===== config.mk =====
export PLATFORM = sky130hd
export DESIGN_NAME = ex_beta_result_buf_flat
export DESIGN_NICKNAME = d
export VERILOG_FILES = /design/src/rtl/sirius_beta_pkg.sv /design/src/rtl/ex_beta_result_buf_if.sv /design/src/rtl/beta_skid_fifo2.sv /design/src/rtl/ex_beta_result_buf.sv /design/src/flat_wrapper.sv
export SDC_FILE = /design/constraint.sdc
export NUM_CORES = 1
export LEC_CHECK = 0
export CAP_MARGIN = 20
export CORE_ASPECT_RATIO = 1.25
export CORE_UTILIZATION = 50
export DETAILED_ROUTE_END_ITERATION = 8
export PLACE_DENSITY_LB_ADDON = 0.2
export SLEW_MARGIN = 10
export SYNTH_ARGS = -nofsm -noshare
export SYNTH_HDL_FRONTEND = slang
export SYNTH_SLANG_ARGS = --single-unit

===== constraint.sdc =====
create_clock -name clk -period 2.1 [get_ports clk]
set_input_delay 0.315 -clock clk [delete_from_list [all_inputs] [get_ports clk]]
set_output_delay 0.315 -clock clk [all_outputs]
set_load 0.02 [all_outputs]

===== src/rtl/sirius_beta_pkg.sv =====
// sirius_beta_pkg
// Shared types and constants for the slave (beta) lane EX->MEM result buffer.
//   BETA_DATA_W  : width of PC and result fields
//   BETA_REG_AW  : GPR address width
//   EXC_OV       : default ExcCode for arithmetic overflow
//   beta_entry_t : one buffered EX result
package sirius_beta_pkg;

  localparam int          BETA_DATA_W = 32;
  localparam int          BETA_REG_AW = 5;
  localparam logic [4:0]  EXC_OV      = 5'h0c;

  typedef struct packed {
    logic [BETA_DATA_W-1:0] pc;
    logic [BETA_DATA_W-1:0] result;
    logic                   wen;
    logic [BETA_REG_AW-1:0] waddr;
    logic                   exc;
    logic [4:0]             exc_code;
  } beta_entry_t;

endpackage


===== src/rtl/ex_beta_result_buf_if.sv =====
// ex_beta_result_buf_if
// Valid/ready bundle between the slave ALU, the result buffer and the MEM stage.
//   in_*  : ALU -> buffer (in_ready flows back)
//   out_* : buffer -> MEM (out_ready flows back)
// Modports: slave = the buffer, master = the surrounding pipeline.
interface ex_beta_result_buf_if #(
  parameter int DATA_W = 32,
  parameter int REG_AW = 5
);
  logic              in_valid;
  logic              in_ready;
  logic [DATA_W-1:0] in_pc;
  logic [DATA_W-1:0] in_result;
  logic              in_overflow;
  logic              in_wen;
  logic [REG_AW-1:0] in_waddr;

  logic              out_valid;
  logic              out_ready;
  logic [DATA_W-1:0] out_pc;
  logic [DATA_W-1:0] out_result;
  logic              out_wen;
  logic [REG_AW-1:0] out_waddr;
  logic              out_exc;
  logic [4:0]        out_exc_code;

  modport slave (
    input  in_valid, in_pc, in_result, in_overflow, in_wen, in_waddr, out_ready,
    output in_ready, out_valid, out_pc, out_result, out_wen, out_waddr, out_exc, out_exc_code
  );

  modport master (
    output in_valid, in_pc, in_result, in_overflow, in_wen, in_waddr, out_ready,
    input  in_ready, out_valid, out_pc, out_result, out_wen, out_waddr, out_exc, out_exc_code
  );
endinterface


===== src/rtl/beta_skid_fifo2.sv =====
// beta_skid_fifo2
// Two-entry valid/ready FIFO of beta_entry_t with synchronous flush.
// in_ready depends only on registered occupancy, so there is no path from out_ready.
// Ports: clk, rst (async active-low), flush, in_valid/in_ready/in_data,
//        out_valid/out_ready/out_data.
// Macro SIRIUS_BETA_FWD_EN: also exports both slots, per-slot valid and the tail
// pointer so the top can do a forwarding lookup.
module beta_skid_fifo2
  import sirius_beta_pkg::*;
(
  input  logic        clk,
  input  logic        rst,
  input  logic        flush,
  input  logic        in_valid,
  output logic        in_ready,
  input  beta_entry_t in_data,
  output logic        out_valid,
  input  logic        out_ready,
  output beta_entry_t out_data
`ifdef SIRIUS_BETA_FWD_EN
  ,
  output beta_entry_t slot_data [2],
  output logic [1:0]  slot_vld,
  output logic        tail_ptr
`endif
);

  beta_entry_t mem [2];
  logic        head;
  logic        tail;
  logic [1:0]  count;
  logic        push;
  logic        pop;

  assign in_ready  = (count != 2'd2);
  assign out_valid = (count != 2'd0);
  assign push      = in_valid & in_ready & ~flush;
  assign pop       = out_valid & out_ready;
  assign out_data  = mem[head];

  always_ff @(posedge clk or negedge rst) begin
    if (!rst) begin
      mem[0] <= '0;
      mem[1] <= '0;
      head   <= 1'b0;
      tail   <= 1'b0;
      count  <= 2'd0;
    end else if (flush) begin
      head  <= 1'b0;
      tail  <= 1'b0;
      count <= 2'd0;
    end else begin
      if (push) begin
        mem[tail] <= in_data;
        tail      <= ~tail;
      end
      if (pop) head <= ~head;
      case ({push, pop})
        2'b10:   count <= count + 2'd1;
        2'b01:   count <= count - 2'd1;
        default: count <= count;
      endcase
    end
  end

`ifdef SIRIUS_BETA_FWD_EN
  // With one entry only the head slot is live; with two both are.
  assign slot_data[0] = mem[0];
  assign slot_data[1] = mem[1];
  assign slot_vld[0]  = (count == 2'd2) | ((count == 2'd1) & (head == 1'b0));
  assign slot_vld[1]  = (count == 2'd2) | ((count == 2'd1) & (head == 1'b1));
  assign tail_ptr     = tail;
`endif

endmodule


===== src/rtl/ex_beta_result_buf.sv =====
// ex_beta_result_buf
// EX->MEM result buffer for the slave ALU lane. Captures the ALU result and
// turns an overflow into a precise Ov exception (write suppressed, result kept
// for debug), then decouples from MEM back-pressure through a 2-entry skid FIFO.
// Ports: clk, rst (async active-low), flush (sync), bus (slave modport of
//        ex_beta_result_buf_if carrying in_* and out_*).
// Macro SIRIUS_BETA_FWD_EN: adds fwd_rs/rt_addr inputs and fwd_rs/rt_hit/data
// outputs, a combinational lookup over the buffered entries (youngest wins).
module ex_beta_result_buf
  import sirius_beta_pkg::*;
#(
  parameter int         DATA_W      = BETA_DATA_W,
  parameter int         REG_AW      = BETA_REG_AW,
  parameter logic [4:0] EXC_OV_CODE = EXC_OV
) (
  input  logic                  clk,
  input  logic                  rst,
  input  logic                  flush,
  ex_beta_result_buf_if.slave   bus
`ifdef SIRIUS_BETA_FWD_EN
  ,
  input  logic [REG_AW-1:0]     fwd_rs_addr,
  input  logic [REG_AW-1:0]     fwd_rt_addr,
  output logic                  fwd_rs_hit,
  output logic                  fwd_rt_hit,
  output logic [DATA_W-1:0]     fwd_rs_data,
  output logic [DATA_W-1:0]     fwd_rt_data
`endif
);

  logic [DATA_W-1:0] in_pc_w;
  logic [DATA_W-1:0] in_result_w;
  logic [REG_AW-1:0] in_waddr_w;
  beta_entry_t       in_entry;
  beta_entry_t       head;

  assign in_pc_w     = bus.in_pc;
  assign in_result_w = bus.in_result;
  assign in_waddr_w  = bus.in_waddr;

  always_comb begin
    in_entry          = '0;
    in_entry.pc       = in_pc_w;
    in_entry.result   = in_result_w;
    in_entry.wen      = bus.in_wen & ~bus.in_overflow;
    in_entry.waddr    = in_waddr_w;
    in_entry.exc      = bus.in_overflow;
    in_entry.exc_code = bus.in_overflow ? EXC_OV_CODE : 5'h00;
  end

`ifdef SIRIUS_BETA_FWD_EN
  beta_entry_t slot_data [2];
  logic [1:0]  slot_vld;
  logic        tail_ptr;
`endif

  beta_skid_fifo2 u_fifo (
    .clk       (clk),
    .rst       (rst),
    .flush     (flush),
    .in_valid  (bus.in_valid),
    .in_ready  (bus.in_ready),
    .in_data   (in_entry),
    .out_valid (bus.out_valid),
    .out_ready (bus.out_ready),
    .out_data  (head)
`ifdef SIRIUS_BETA_FWD_EN
    ,
    .slot_data (slot_data),
    .slot_vld  (slot_vld),
    .tail_ptr  (tail_ptr)
`endif
  );

  assign bus.out_pc       = head.pc;
  assign bus.out_result   = head.result;
  assign bus.out_wen      = head.wen;
  assign bus.out_waddr    = head.waddr;
  assign bus.out_exc      = head.exc;
  assign bus.out_exc_code = head.exc_code;

`ifdef SIRIUS_BETA_FWD_EN
  function automatic logic fwd_match(input beta_entry_t e, input logic v,
                                     input logic [REG_AW-1:0] a);
    return v & e.wen & (e.waddr == a) & (a != '0);
  endfunction

  logic yng;
  logic old;
  // The slot just behind tail is the most recent push.
  assign yng = ~tail_ptr;
  assign old = tail_ptr;

  always_comb begin
    fwd_rs_hit  = 1'b0;
    fwd_rs_data = '0;
    fwd_rt_hit  = 1'b0;
    fwd_rt_data = '0;
    if (!flush) begin
      if (fwd_match(slot_data[yng], slot_vld[yng], fwd_rs_addr)) begin
        fwd_rs_hit  = 1'b1;
        fwd_rs_data = slot_data[yng].result;
      end else if (fwd_match(slot_data[old], slot_vld[old], fwd_rs_addr)) begin
        fwd_rs_hit  = 1'b1;
        fwd_rs_data = slot_data[old].result;
      end
      if (fwd_match(slot_data[yng], slot_vld[yng], fwd_rt_addr)) begin
        fwd_rt_hit  = 1'b1;
        fwd_rt_data = slot_data[yng].result;
      end else if (fwd_match(slot_data[old], slot_vld[old], fwd_rt_addr)) begin
        fwd_rt_hit  = 1'b1;
        fwd_rt_data = slot_data[old].result;
      end
    end
  end
`endif

endmodule

===== src/flat_wrapper.sv =====
// flat-port wrapper written by rule: the top's interface ports become plain ports
module ex_beta_result_buf_flat import sirius_beta_pkg::*;
#(
  parameter int         DATA_W      = BETA_DATA_W,
  parameter int         REG_AW      = BETA_REG_AW,
  parameter logic [4:0] EXC_OV_CODE = EXC_OV
)
  (clk, rst, flush, bus_in_valid, bus_in_pc, bus_in_result, bus_in_overflow, bus_in_wen, bus_in_waddr, bus_out_ready, bus_in_ready, bus_out_valid, bus_out_pc, bus_out_result, bus_out_wen, bus_out_waddr, bus_out_exc, bus_out_exc_code);
  ex_beta_result_buf_if #(.DATA_W(DATA_W), .REG_AW(REG_AW)) bus_i ();
  input  logic clk;
  input  logic rst;
  input  logic flush;
  input wire logic [$bits(bus_i.in_valid)-1:0] bus_in_valid;
  input wire logic [$bits(bus_i.in_pc)-1:0] bus_in_pc;
  input wire logic [$bits(bus_i.in_result)-1:0] bus_in_result;
  input wire logic [$bits(bus_i.in_overflow)-1:0] bus_in_overflow;
  input wire logic [$bits(bus_i.in_wen)-1:0] bus_in_wen;
  input wire logic [$bits(bus_i.in_waddr)-1:0] bus_in_waddr;
  input wire logic [$bits(bus_i.out_ready)-1:0] bus_out_ready;
  output wire logic [$bits(bus_i.in_ready)-1:0] bus_in_ready;
  output wire logic [$bits(bus_i.out_valid)-1:0] bus_out_valid;
  output wire logic [$bits(bus_i.out_pc)-1:0] bus_out_pc;
  output wire logic [$bits(bus_i.out_result)-1:0] bus_out_result;
  output wire logic [$bits(bus_i.out_wen)-1:0] bus_out_wen;
  output wire logic [$bits(bus_i.out_waddr)-1:0] bus_out_waddr;
  output wire logic [$bits(bus_i.out_exc)-1:0] bus_out_exc;
  output wire logic [$bits(bus_i.out_exc_code)-1:0] bus_out_exc_code;
  assign bus_i.in_valid = bus_in_valid;
  assign bus_i.in_pc = bus_in_pc;
  assign bus_i.in_result = bus_in_result;
  assign bus_i.in_overflow = bus_in_overflow;
  assign bus_i.in_wen = bus_in_wen;
  assign bus_i.in_waddr = bus_in_waddr;
  assign bus_i.out_ready = bus_out_ready;
  assign bus_in_ready = bus_i.in_ready;
  assign bus_out_valid = bus_i.out_valid;
  assign bus_out_pc = bus_i.out_pc;
  assign bus_out_result = bus_i.out_result;
  assign bus_out_wen = bus_i.out_wen;
  assign bus_out_waddr = bus_i.out_waddr;
  assign bus_out_exc = bus_i.out_exc;
  assign bus_out_exc_code = bus_i.out_exc_code;
  ex_beta_result_buf #(.DATA_W(DATA_W), .REG_AW(REG_AW), .EXC_OV_CODE(EXC_OV_CODE)) u_core (.clk(clk), .rst(rst), .flush(flush), .bus(bus_i));
endmodule

==> key figures <==
Setup path
  – CP max FO: 19
  – R2R setup slack: 0.35 ns
  – Most Frequent Cell on Critical Path: buf_12
  – Crit path from: u_core.u_fifo.head
  – Worst-case reg-to-reg path depth: 5
  – CP delay by family, top: buffers and inverters
  – Crit path capture type: output port
  – Crit-path slowest cell: dfrtp_2
  – RR Endpoint: u_core.u_fifo.mem[74]
  – Worst endpoint required time: 1.78 ns
  – CP endpoint: bus_out_result[6]
  – Crit path DAT: about 1.8 ns
  – Buf/Inv on CP: 3
  – Stages on worst setup path: 4
  – Crit path kind: reg2out
  – Worst r2r src: u_core.u_fifo.count[0]
  – Slowest stage delay, CP: 0.44 ns
  – Critical path launch point type: flip-flop
  – CP cell instances: buf_12, buf_12, mux2_2, clkdlybuf4s15_2

Cells and area
  – Ant diodes: 0
  – Final nets: 649
  – Layout cell share with drive strength beyond 1: 54.3%
  – Commonest non-fill, non-tap cells in the layout: 207 x mux2_2, 145 x dfrtp_1, 74 x clkdlybuf4s50_1, 45 x clkbuf_2
  – Commonest non-fill, non-tap cell in the layout: mux2_2
  – Layout area overhead: 35.1%
  – Post-route cell area: 8640 um^2

STA
  – Final min period: 2.11 ns
  – Worst slew pin tran: ~0.54 ns
  – Fin. max-slew vios: 0
  – Final hold vios: 0
  – Unrepaired setup endpoints after global routing: true
  – Worst setup margin: -0.0105 ns
  – Max-slew headroom: 63.7%
  – Max Clock Skew: 0.00825 ns
  – Highest clock rate: 474 MHz
  – Count of final setup violators: 1
  – Final worst path period share: 101%
  – Hold WS: 0.428 ns

Synth
  – Register area share after synthesis: 57.1%
  – Syn Inst Count: slightly above 400
  – Unique masters post-synth: 24
  – Synthesis-stage register bit count: 146
  – Ys Warns: 0
  – Mapped cell area: 6400 um^2
  – Mean Syn Cell Area: 15.6 um^2

Routing
  – Total Routed Length: 13.5 mm
  – ANT nets after route: 0
  – DR vias/cell: 5.24
  – Drt drc: 0
  – Post-DR wirelength/cell: 18.0 um
  – Pre-antenna DRT Iters: 4
  – Total vias in the final route: around 3,900
  – First-iteration detailed-routing DRC count: 84

Die
  – Die Y: 128 um
  – Core area: 12,300 um^2
  – Rows: 45
  – Die area: 13,300 um^2
  – Die width: 103 um
  – Top-Level Pins: 154
  – Starting Density: about half

Global route
  – Largest net degree at the start of global routing: 59
  – Global-route wire length before repair: 21.6 mm
  – Global Route Usage Sum: 22.0%
  – Initial antenna violation count: 0
  – GR Overflow Total: 0
  – Vias in the first global route: about 4,400

Worst hold path
  – HP Class: in2async

Placement
  – Port bufs: 150
  – GP Congestion: 0.696
  – DPL Wire Length: 9.00 mm
  – Post-Place Cell Area: slightly above 8000 um^2

Clock network
  – CTS Buf Count: 17
  – CTS H-tree depth: 4
  – CTS tree: yes
  – CTS sink cnt: around 150
  – Clock Path Buffers: 2
  – Worst-path clk slew: 0.06 ns
  – Worst skew pair latency: between 0.4 and 0.5 ns
  – Root Buffer Master: clkbuf_16

Power
  – Design Power: slightly above 0.009 W
  – Pwr dens: roughly 1100 nW/um^2
  – P_leak: 3.77 nW
  – Worst VDD drop: 0.000551 V

Job
  – Total of max-cap violations: 0

Outcome
  – Failing checks: setup timing
  – Status: finished, violations left
## logic make-up after synthesis
kind of cell / count (synthesis) / synth area share (%)
flops: 146 / 57.1
mux: 214 / 37.7
xor+xnor: 1 / 0.137
compound gates: 8 / 0.704
simple gates: 10 / 1.37
other cells: 1 / 0.0586
buf+inv: 29 / 2.95
## flip-flops by register name, summed over array words and instances (netlist names)
signal,cells
u_core.u_fifo.tail,1
u_core.u_fifo.head,1
u_core.u_fifo.count,2
u_core.u_fifo.mem,142
## how the worst min path moves through the flow
stage	start	end	slack, ns
finish	rst	u_core.u_fifo.mem[58]	0.43
global route	rst	u_core.u_fifo.mem[58]	0.48
CTS	rst	u_core.u_fifo.mem[130]	0.45
detailed placement	rst	u_core.u_fifo.mem[130]	0.32
global placement	rst	u_core.u_fifo.mem[130]	0.31
floorplan	rst	u_core.u_fifo.count[0]	0.02
## Yosys cell counts (all sizes together)
| master | count | area share, % |
|---|---|---|
| o211ai | 1 | 0.12 |
| or2 | 2 | 0.20 |
| nand3b | 1 | 0.12 |
| mux2i | 1 | 0.16 |
| mux2 | 213 | 37 |
| conb | 1 | 0.059 |
| nor2b | 1 | 0.098 |
| nor2 | 1 | 0.059 |
| nor3b | 1 | 0.12 |
| nand4b | 1 | 0.23 |
| a21oi | 4 | 0.31 |
| nor4 | 1 | 0.33 |
| a21o | 1 | 0.12 |
| o21ai | 2 | 0.16 |
| xor2 | 1 | 0.14 |
| or3 | 1 | 0.098 |
| clkbuf | 8 | 0.47 |
| inv | 2 | 0.12 |
| buf | 19 | 2.4 |
| and2b | 1 | 0.12 |
| dfrtp | 146 | 57 |
## worst reg2reg max path, delay by kind of cell, from the launching register on
family        cells  cell delay, ns
mux               1            0.38
flops             1            0.43
buf+inv           2            0.34
simple gates      2            0.48
## power by group
group / leakage (nW) / internal, W / switching (W)
clock network: 0.287 / 0.00195 / 0.00111
logic: 1.74 / 0.00131 / 0.00113
registers: 1.74 / 0.00350 / 0.000333
total: 3.77 / 0.00676 / 0.00257
## final cells by class
cell class,instances,area [um^2]
repair buffers,170,1600
flip-flops and latches,146,3650
fillers,883,3690
inverters,2,7.51
clock buffers,21,470
well taps,164,205
multi-input cells,236,2570
clock inverters,9,131
## repair_timing
action,in CTS,in global routing
hold buffers,1,0
hold endpoints to repair,56,0
resized for setup,129,65
endpoints found under the setup margin,74,66
gates cloned,1,1
setup buffers,1,0
## through the flow
| stage | TNS, ns | std cells | util, % | setup slack, ns |
|---|---|---|---|---|
| finish | -0.0105 | 748 | 70.1 | -0.0105 |
| detailed placement | 0 | 714 | 66.6 | 0.0429 |
| floorplan | 0 | 411 | - | 0.261 |
| global placement | 0 | 714 | 66.6 | 0.0745 |
| CTS | -0.569 | 747 | 71.8 | -0.0405 |
| global route | -0.197 | 748 | 70.1 | -0.0683 |
## routing by layer
metal	GRT usage (%)	vias up	part of all wire, %
li1	-	1779	-
met1	23.8	2021	38
met2	39.1	105	54
met3	7.33	15	6.4
met4	8.45	0	1.5
met5	0	-	0
Power figures use the tool's default switching activity.
==> variant 1 (config.mk and constraints unchanged) <==
The package constant `BETA_DATA_W` goes from 32 to 48.
--- a/src/rtl/sirius_beta_pkg.sv
+++ b/src/rtl/sirius_beta_pkg.sv
@@ -7,5 +7,5 @@
 package sirius_beta_pkg;
 
-  localparam int          BETA_DATA_W = 32;
+  localparam int          BETA_DATA_W = 48;
   localparam int          BETA_REG_AW = 5;
   localparam logic [4:0]  EXC_OV      = 5'h0c;
Interface: changed (resized bus_in_pc, bus_in_result, bus_out_pc and bus_out_result); port bits go from 154 to 218. No check against the original RTL was run, so the function may have changed too.
==> variant 1 against the original RTL <==
  * The flow still finishes with violations (setup timing)
  * Final cell count increased by 42%
  * Clock skew is 0.0016 ns lower
  * Total power up 49%
  * Sequential cell count grew 64
  * Wire length up 61%
  * Global-route usage increased by 1.7 points
  * Combinational power increased by 64%
  * Register-to-register slack got worse by 0.10 ns
  * Synthesized area rose by 43%
  * Setup slack got worse by 0.0011 ns
  * Worst hold slack worse by 0.018 ns
  * Cell area increased by 47%
  * First-iteration DRC count rose by 94%
  * Critical endpoint is now bus_out_exc
==> variant 1: results (changes against the original RTL) <==
status:
  status: "complete, but fails checks"  # unchanged
  violations: "setup timing"  # unchanged
worst_setup_path:
  r2r_setup_slack_ns: 0.25  # was 0.35 ns
  cp_slowest_stage_delay_ns: 0.51  # was 0.44 ns
  crit_family: "flip-flops"  # was buffers and inverters
  critPathMaxFanout: 8  # was 19
power:
  worst_ir_drop_vdd_mv: 0.816  # was 0.551 mV
  netSwitchingFraction_pct: 27.6  # was 27.5%
  p_clk_w: 0.00432  # was 0.00305 W
  pwr-share-comb_pct: 28.8  # was 26.1%
  p_leak_nw: 5.56  # was 3.77 nW
cts:
  worstSkewPairLatency_ns: 0.49  # was 0.42 ns
  ctsResizeCount: 528  # was 129
  htreeDepth: 1  # was 4
  clk_path_buf_depth: 3  # was 2
  cts_setup_buffers: 6  # was 1
final_layout:
  final-nonclk-buf-share_pct: 20.8  # was 18.5%
  num-nonclk-buffers: 251  # was 170
  fin_nets: 927  # was 649
  fill_cells: 1136  # was 883
timing:
  finalSetupViolCount: 14  # was 1
  clock_skew_ns: 0.00668  # was 0.00825 ns
  layout_setup_ws_ns: -0.0116  # was -0.0105 ns
yosys:
  ys_top_cells_by_count: "mux2_2 (239), dfrtp_1 (210), mux2_1 (70)"  # was mux2_2 (207), dfrtp_1 (146), clkbuf_1 (8)
  ys_seq_area_share_pct: 57.6  # was 57.1%
  yosys.area_share.xor_xnor_pct: 0.0960  # was 0.137%
routing:
  num_vias: 5667  # was 3920
  drt_iter0_drc: 163  # was 84
global_routing:
  grt_pass1_vias: 6556  # was 4383
  grt_first_pass_wirelength_um: 34400  # was 21600 um
placement:
  post_dp_cell_area_um2: 11700  # was 8210 um^2
  place.gp.congestion: 0.791  # was 0.696
  io_buffers: 214  # was 150
  place_hpwl_um: 14200  # was 9000 um
## variant 1: cell count changes after synthesis, moves of 4 or more
cell	unedited run	this run
buf_1	0	4
buf_6	7	0
clkbuf_1	8	2
buf_2	7	14
mux2_1	6	70
dfrtp_1	146	210
mux2_2	207	239
buf_4	5	19
## variant 1: final timing paths
| path | startpoint | end | depth (start not counted) |
|---|---|---|---|
| min in group clk | bus_in_pc[41] | u_core.u_fifo.mem[209]$_DFFE_PN0P_ | 2 |
| worst min-delay path | rst | u_core.u_fifo.mem[26]$_DFFE_PN0P_ | 2 |
| worst max-delay path | u_core.u_fifo.head$_DFFE_PN0P_ | bus_out_exc | 4 |
| max in group asynchronous | rst | u_core.u_fifo.mem[163]$_DFFE_PN0P_ | 3 |
| worst max register to register | u_core.u_fifo.count[1]$_DFFE_PN0P_ | u_core.u_fifo.mem[6]$_DFFE_PN0P_ | 6 |
| worst min register to register | u_core.u_fifo.mem[139]$_DFFE_PN0P_ | u_core.u_fifo.mem[139]$_DFFE_PN0P_ | 1 |
## variant 1: worst register-to-register path: cells and delay by family, from the launching register on
family,cells,cell delay [ns]
simple gates,2,0.43
buf+inv,3,0.50
flops,1,0.44
mux,1,0.37
## variant 1: metal layers
layer | track usage (%) | vias up | share of wire, %
li1 | - | 2553 | -
met1 | 26.8 | 2922 | 38
met2 | 42.5 | 171 | 53
met3 | 6.68 | 21 | 7.8
met4 | 6.39 | 0 | 1.4
met5 | 0 | - | 0
## variant 1: stage by stage
step	setup TNS [ns]	setup slack [ns]	hold WS (ns)
floorplan	0	0.365	0.0194
global placement	0	0.00814	0.383
detailed placement	-0.659	-0.0427	0.388
CTS	-3.40	-0.100	0.431
global route	-3.80	-0.0644	0.442
finish	-0.0614	-0.0116	0.410
==> variant 2 (same flow settings) <==
Made on the original files. Reset style: synchronous (`rst`), changed in one clocked block. Comments in the files are not updated.
--- a/src/rtl/beta_skid_fifo2.sv
+++ b/src/rtl/beta_skid_fifo2.sv
@@ -39,5 +39,5 @@
   assign out_data  = mem[head];
 
-  always_ff @(posedge clk or negedge rst) begin
+  always_ff @(posedge clk) begin
     if (!rst) begin
       mem[0] <= '0;
Formal check against the unedited RTL: differs if rst is asserted again (counterexample within 4 cycles, from zero or initial values and one cycle with rst low); with rst held inactive, the same outputs for 4 cycles.
==> variant 2 against the original RTL <==
  * Setup slack better by 0.073 ns
  * Sequential cell count up 1
  * Cell area up 1.5%
  * Wire length down 4.6%
  * Worst hold slack better by 0.098 ns
  * Synthesized area about the same
  * Non-clock buffer count up 3
  * Critical path depth down 1
  * Clock skew down 0.0019 ns
  * Highest routed layer unchanged
  * Global-route usage down 1.4 points
  * Utilization up 1.1 points
  * Critical path type unchanged
  * Via count down 3.6%
Power is not compared: it rests on default switching activity, and its combinational part moved more than twofold at a synthesized area within 25%.
==> variant 2: results (changes against the original RTL) <==
status:
  status: "completed"  # was complete, but fails checks
global_routing:
  grt_pass1_vias: 3937  # was 4383
  met3_usage_pct: 5.49  # was 7.33%
  grt_use_met2_pct: 37.2  # was 39.1%
  grt_first_pass_wirelength_um: 19700  # was 21600 um
  grtUsageMet1_pct: 23.9  # was 23.8%
  track_usage_pct: 20.6  # was 22.0%
routing:
  drt_iter0_drc: 163  # was 84
  num_vias: 3779  # was 3920
  routed-wl-met2_um: 7080  # was 7340 um
  met1_length_um: 5110  # was 5090 um
  wire_per_inst_um: 17.0  # was 18.0 um
final_layout:
  top_regs: "u_core.u_fifo.mem (142), u_core.u_fifo.count (2)"  # unchanged
  n_all_inverters: 5  # was 2
  final-clk-cell-share_pct: 6.03  # was 6.97%
  final-nonclk-buf-share_pct: 19.8  # was 18.5%
  seq_share_pct: 49.8  # was 42.3%
  drive_above_1_share_pct: 21.4  # was 54.3%
  fill_cells: 867  # was 883
yosys:
  ys_top_cells_by_area: "edfxtp_1 (67%), and2_1 (13%), mux2_2 (12%)"  # was dfrtp_1 (57%), mux2_2 (36%), buf_6 (1.2%)
  yosys.area_share.adder_pct: 0.195  # was 0%
  synth_compound_area_share_pct: 0.508  # was 0.704%
  ys_top_cells_by_count: "edfxtp_1 (142), and2_1 (138), mux2_2 (71)"  # was mux2_2 (207), dfrtp_1 (146), clkbuf_1 (8)
  synth.area.mux_share_pct: 12.5  # was 37.7%
  synthArstFlopShare_pct: 0  # was 100%
  yosys.area_share.xor_xnor_pct: 0.410  # was 0.137%
  avgSynthCellArea_um2: 15.4  # was 15.6 um^2
  synth_edf_count: 142  # was 0
  ys_seq_area_share_pct: 68.2  # was 57.1%
worst_setup_path:
  rr_startpoint: "u_core.u_fifo.count[1]$_SDFFE_PP0P_"  # was u_core.u_fifo.count[0]$_DFFE_PN0P_
  endpoint: "bus_out_exc_code[2]"  # was bus_out_result[6]
  reg2reg_to: "u_core.u_fifo.count[1]$_SDFFE_PP0P_"  # was u_core.u_fifo.mem[74]$_DFFE_PN0P_
  r2r_setup_slack_ns: 0.37  # was 0.35 ns
placement:
  place.gp.congestion: 0.721  # was 0.696
  dp_slack_ns: -0.0821  # was 0.0429 ns
  place_hpwl_um: 8620  # was 9000 um
timing:
  final.period_utilization_pct: 97.0  # was 101%
  hold_ws_ns: 0.526  # was 0.428 ns
cts:
  clock_sinks: 147  # was 146
==> variant 2: cell types whose count changed after synthesis, moves of 5 or more <==
cell / before / now
dfrtp_1: 146 / 0
edfxtp_1: 0 / 142
and2_1: 0 / 138
mux2_2: 207 / 71
buf_6: 7 / 0
clkbuf_2: 0 / 7
mux2_1: 6 / 0
dfxtp_1: 0 / 5
==> variant 2: report_power, final <==
part           switching [W]  internal (W)
combinational       0.000373      0.000374
sequential         0.0000409       0.00337
clock                0.00104       0.00171
==> variant 2: through the flow <==
stage	std cells	util (%)
after global placement	727	67.4
after detailed placement	727	67.4
after global routing	757	71.1
after floorplan	419	-
final	757	71.1
after CTS	757	71.1
==> variant 2: critical path: stages, from the launching register on <==
cell	delay, ns
dfxtp_4	0.43
buf_12	0.18
mux2_2	0.37
dlygate4sd2_1	0.33
==> variant 2: repair_timing <==
action                                  in CTS  in global routing
endpoints found under the setup margin      73                  0
gates resized for setup                     74                  0
setup buffers                                0                  0
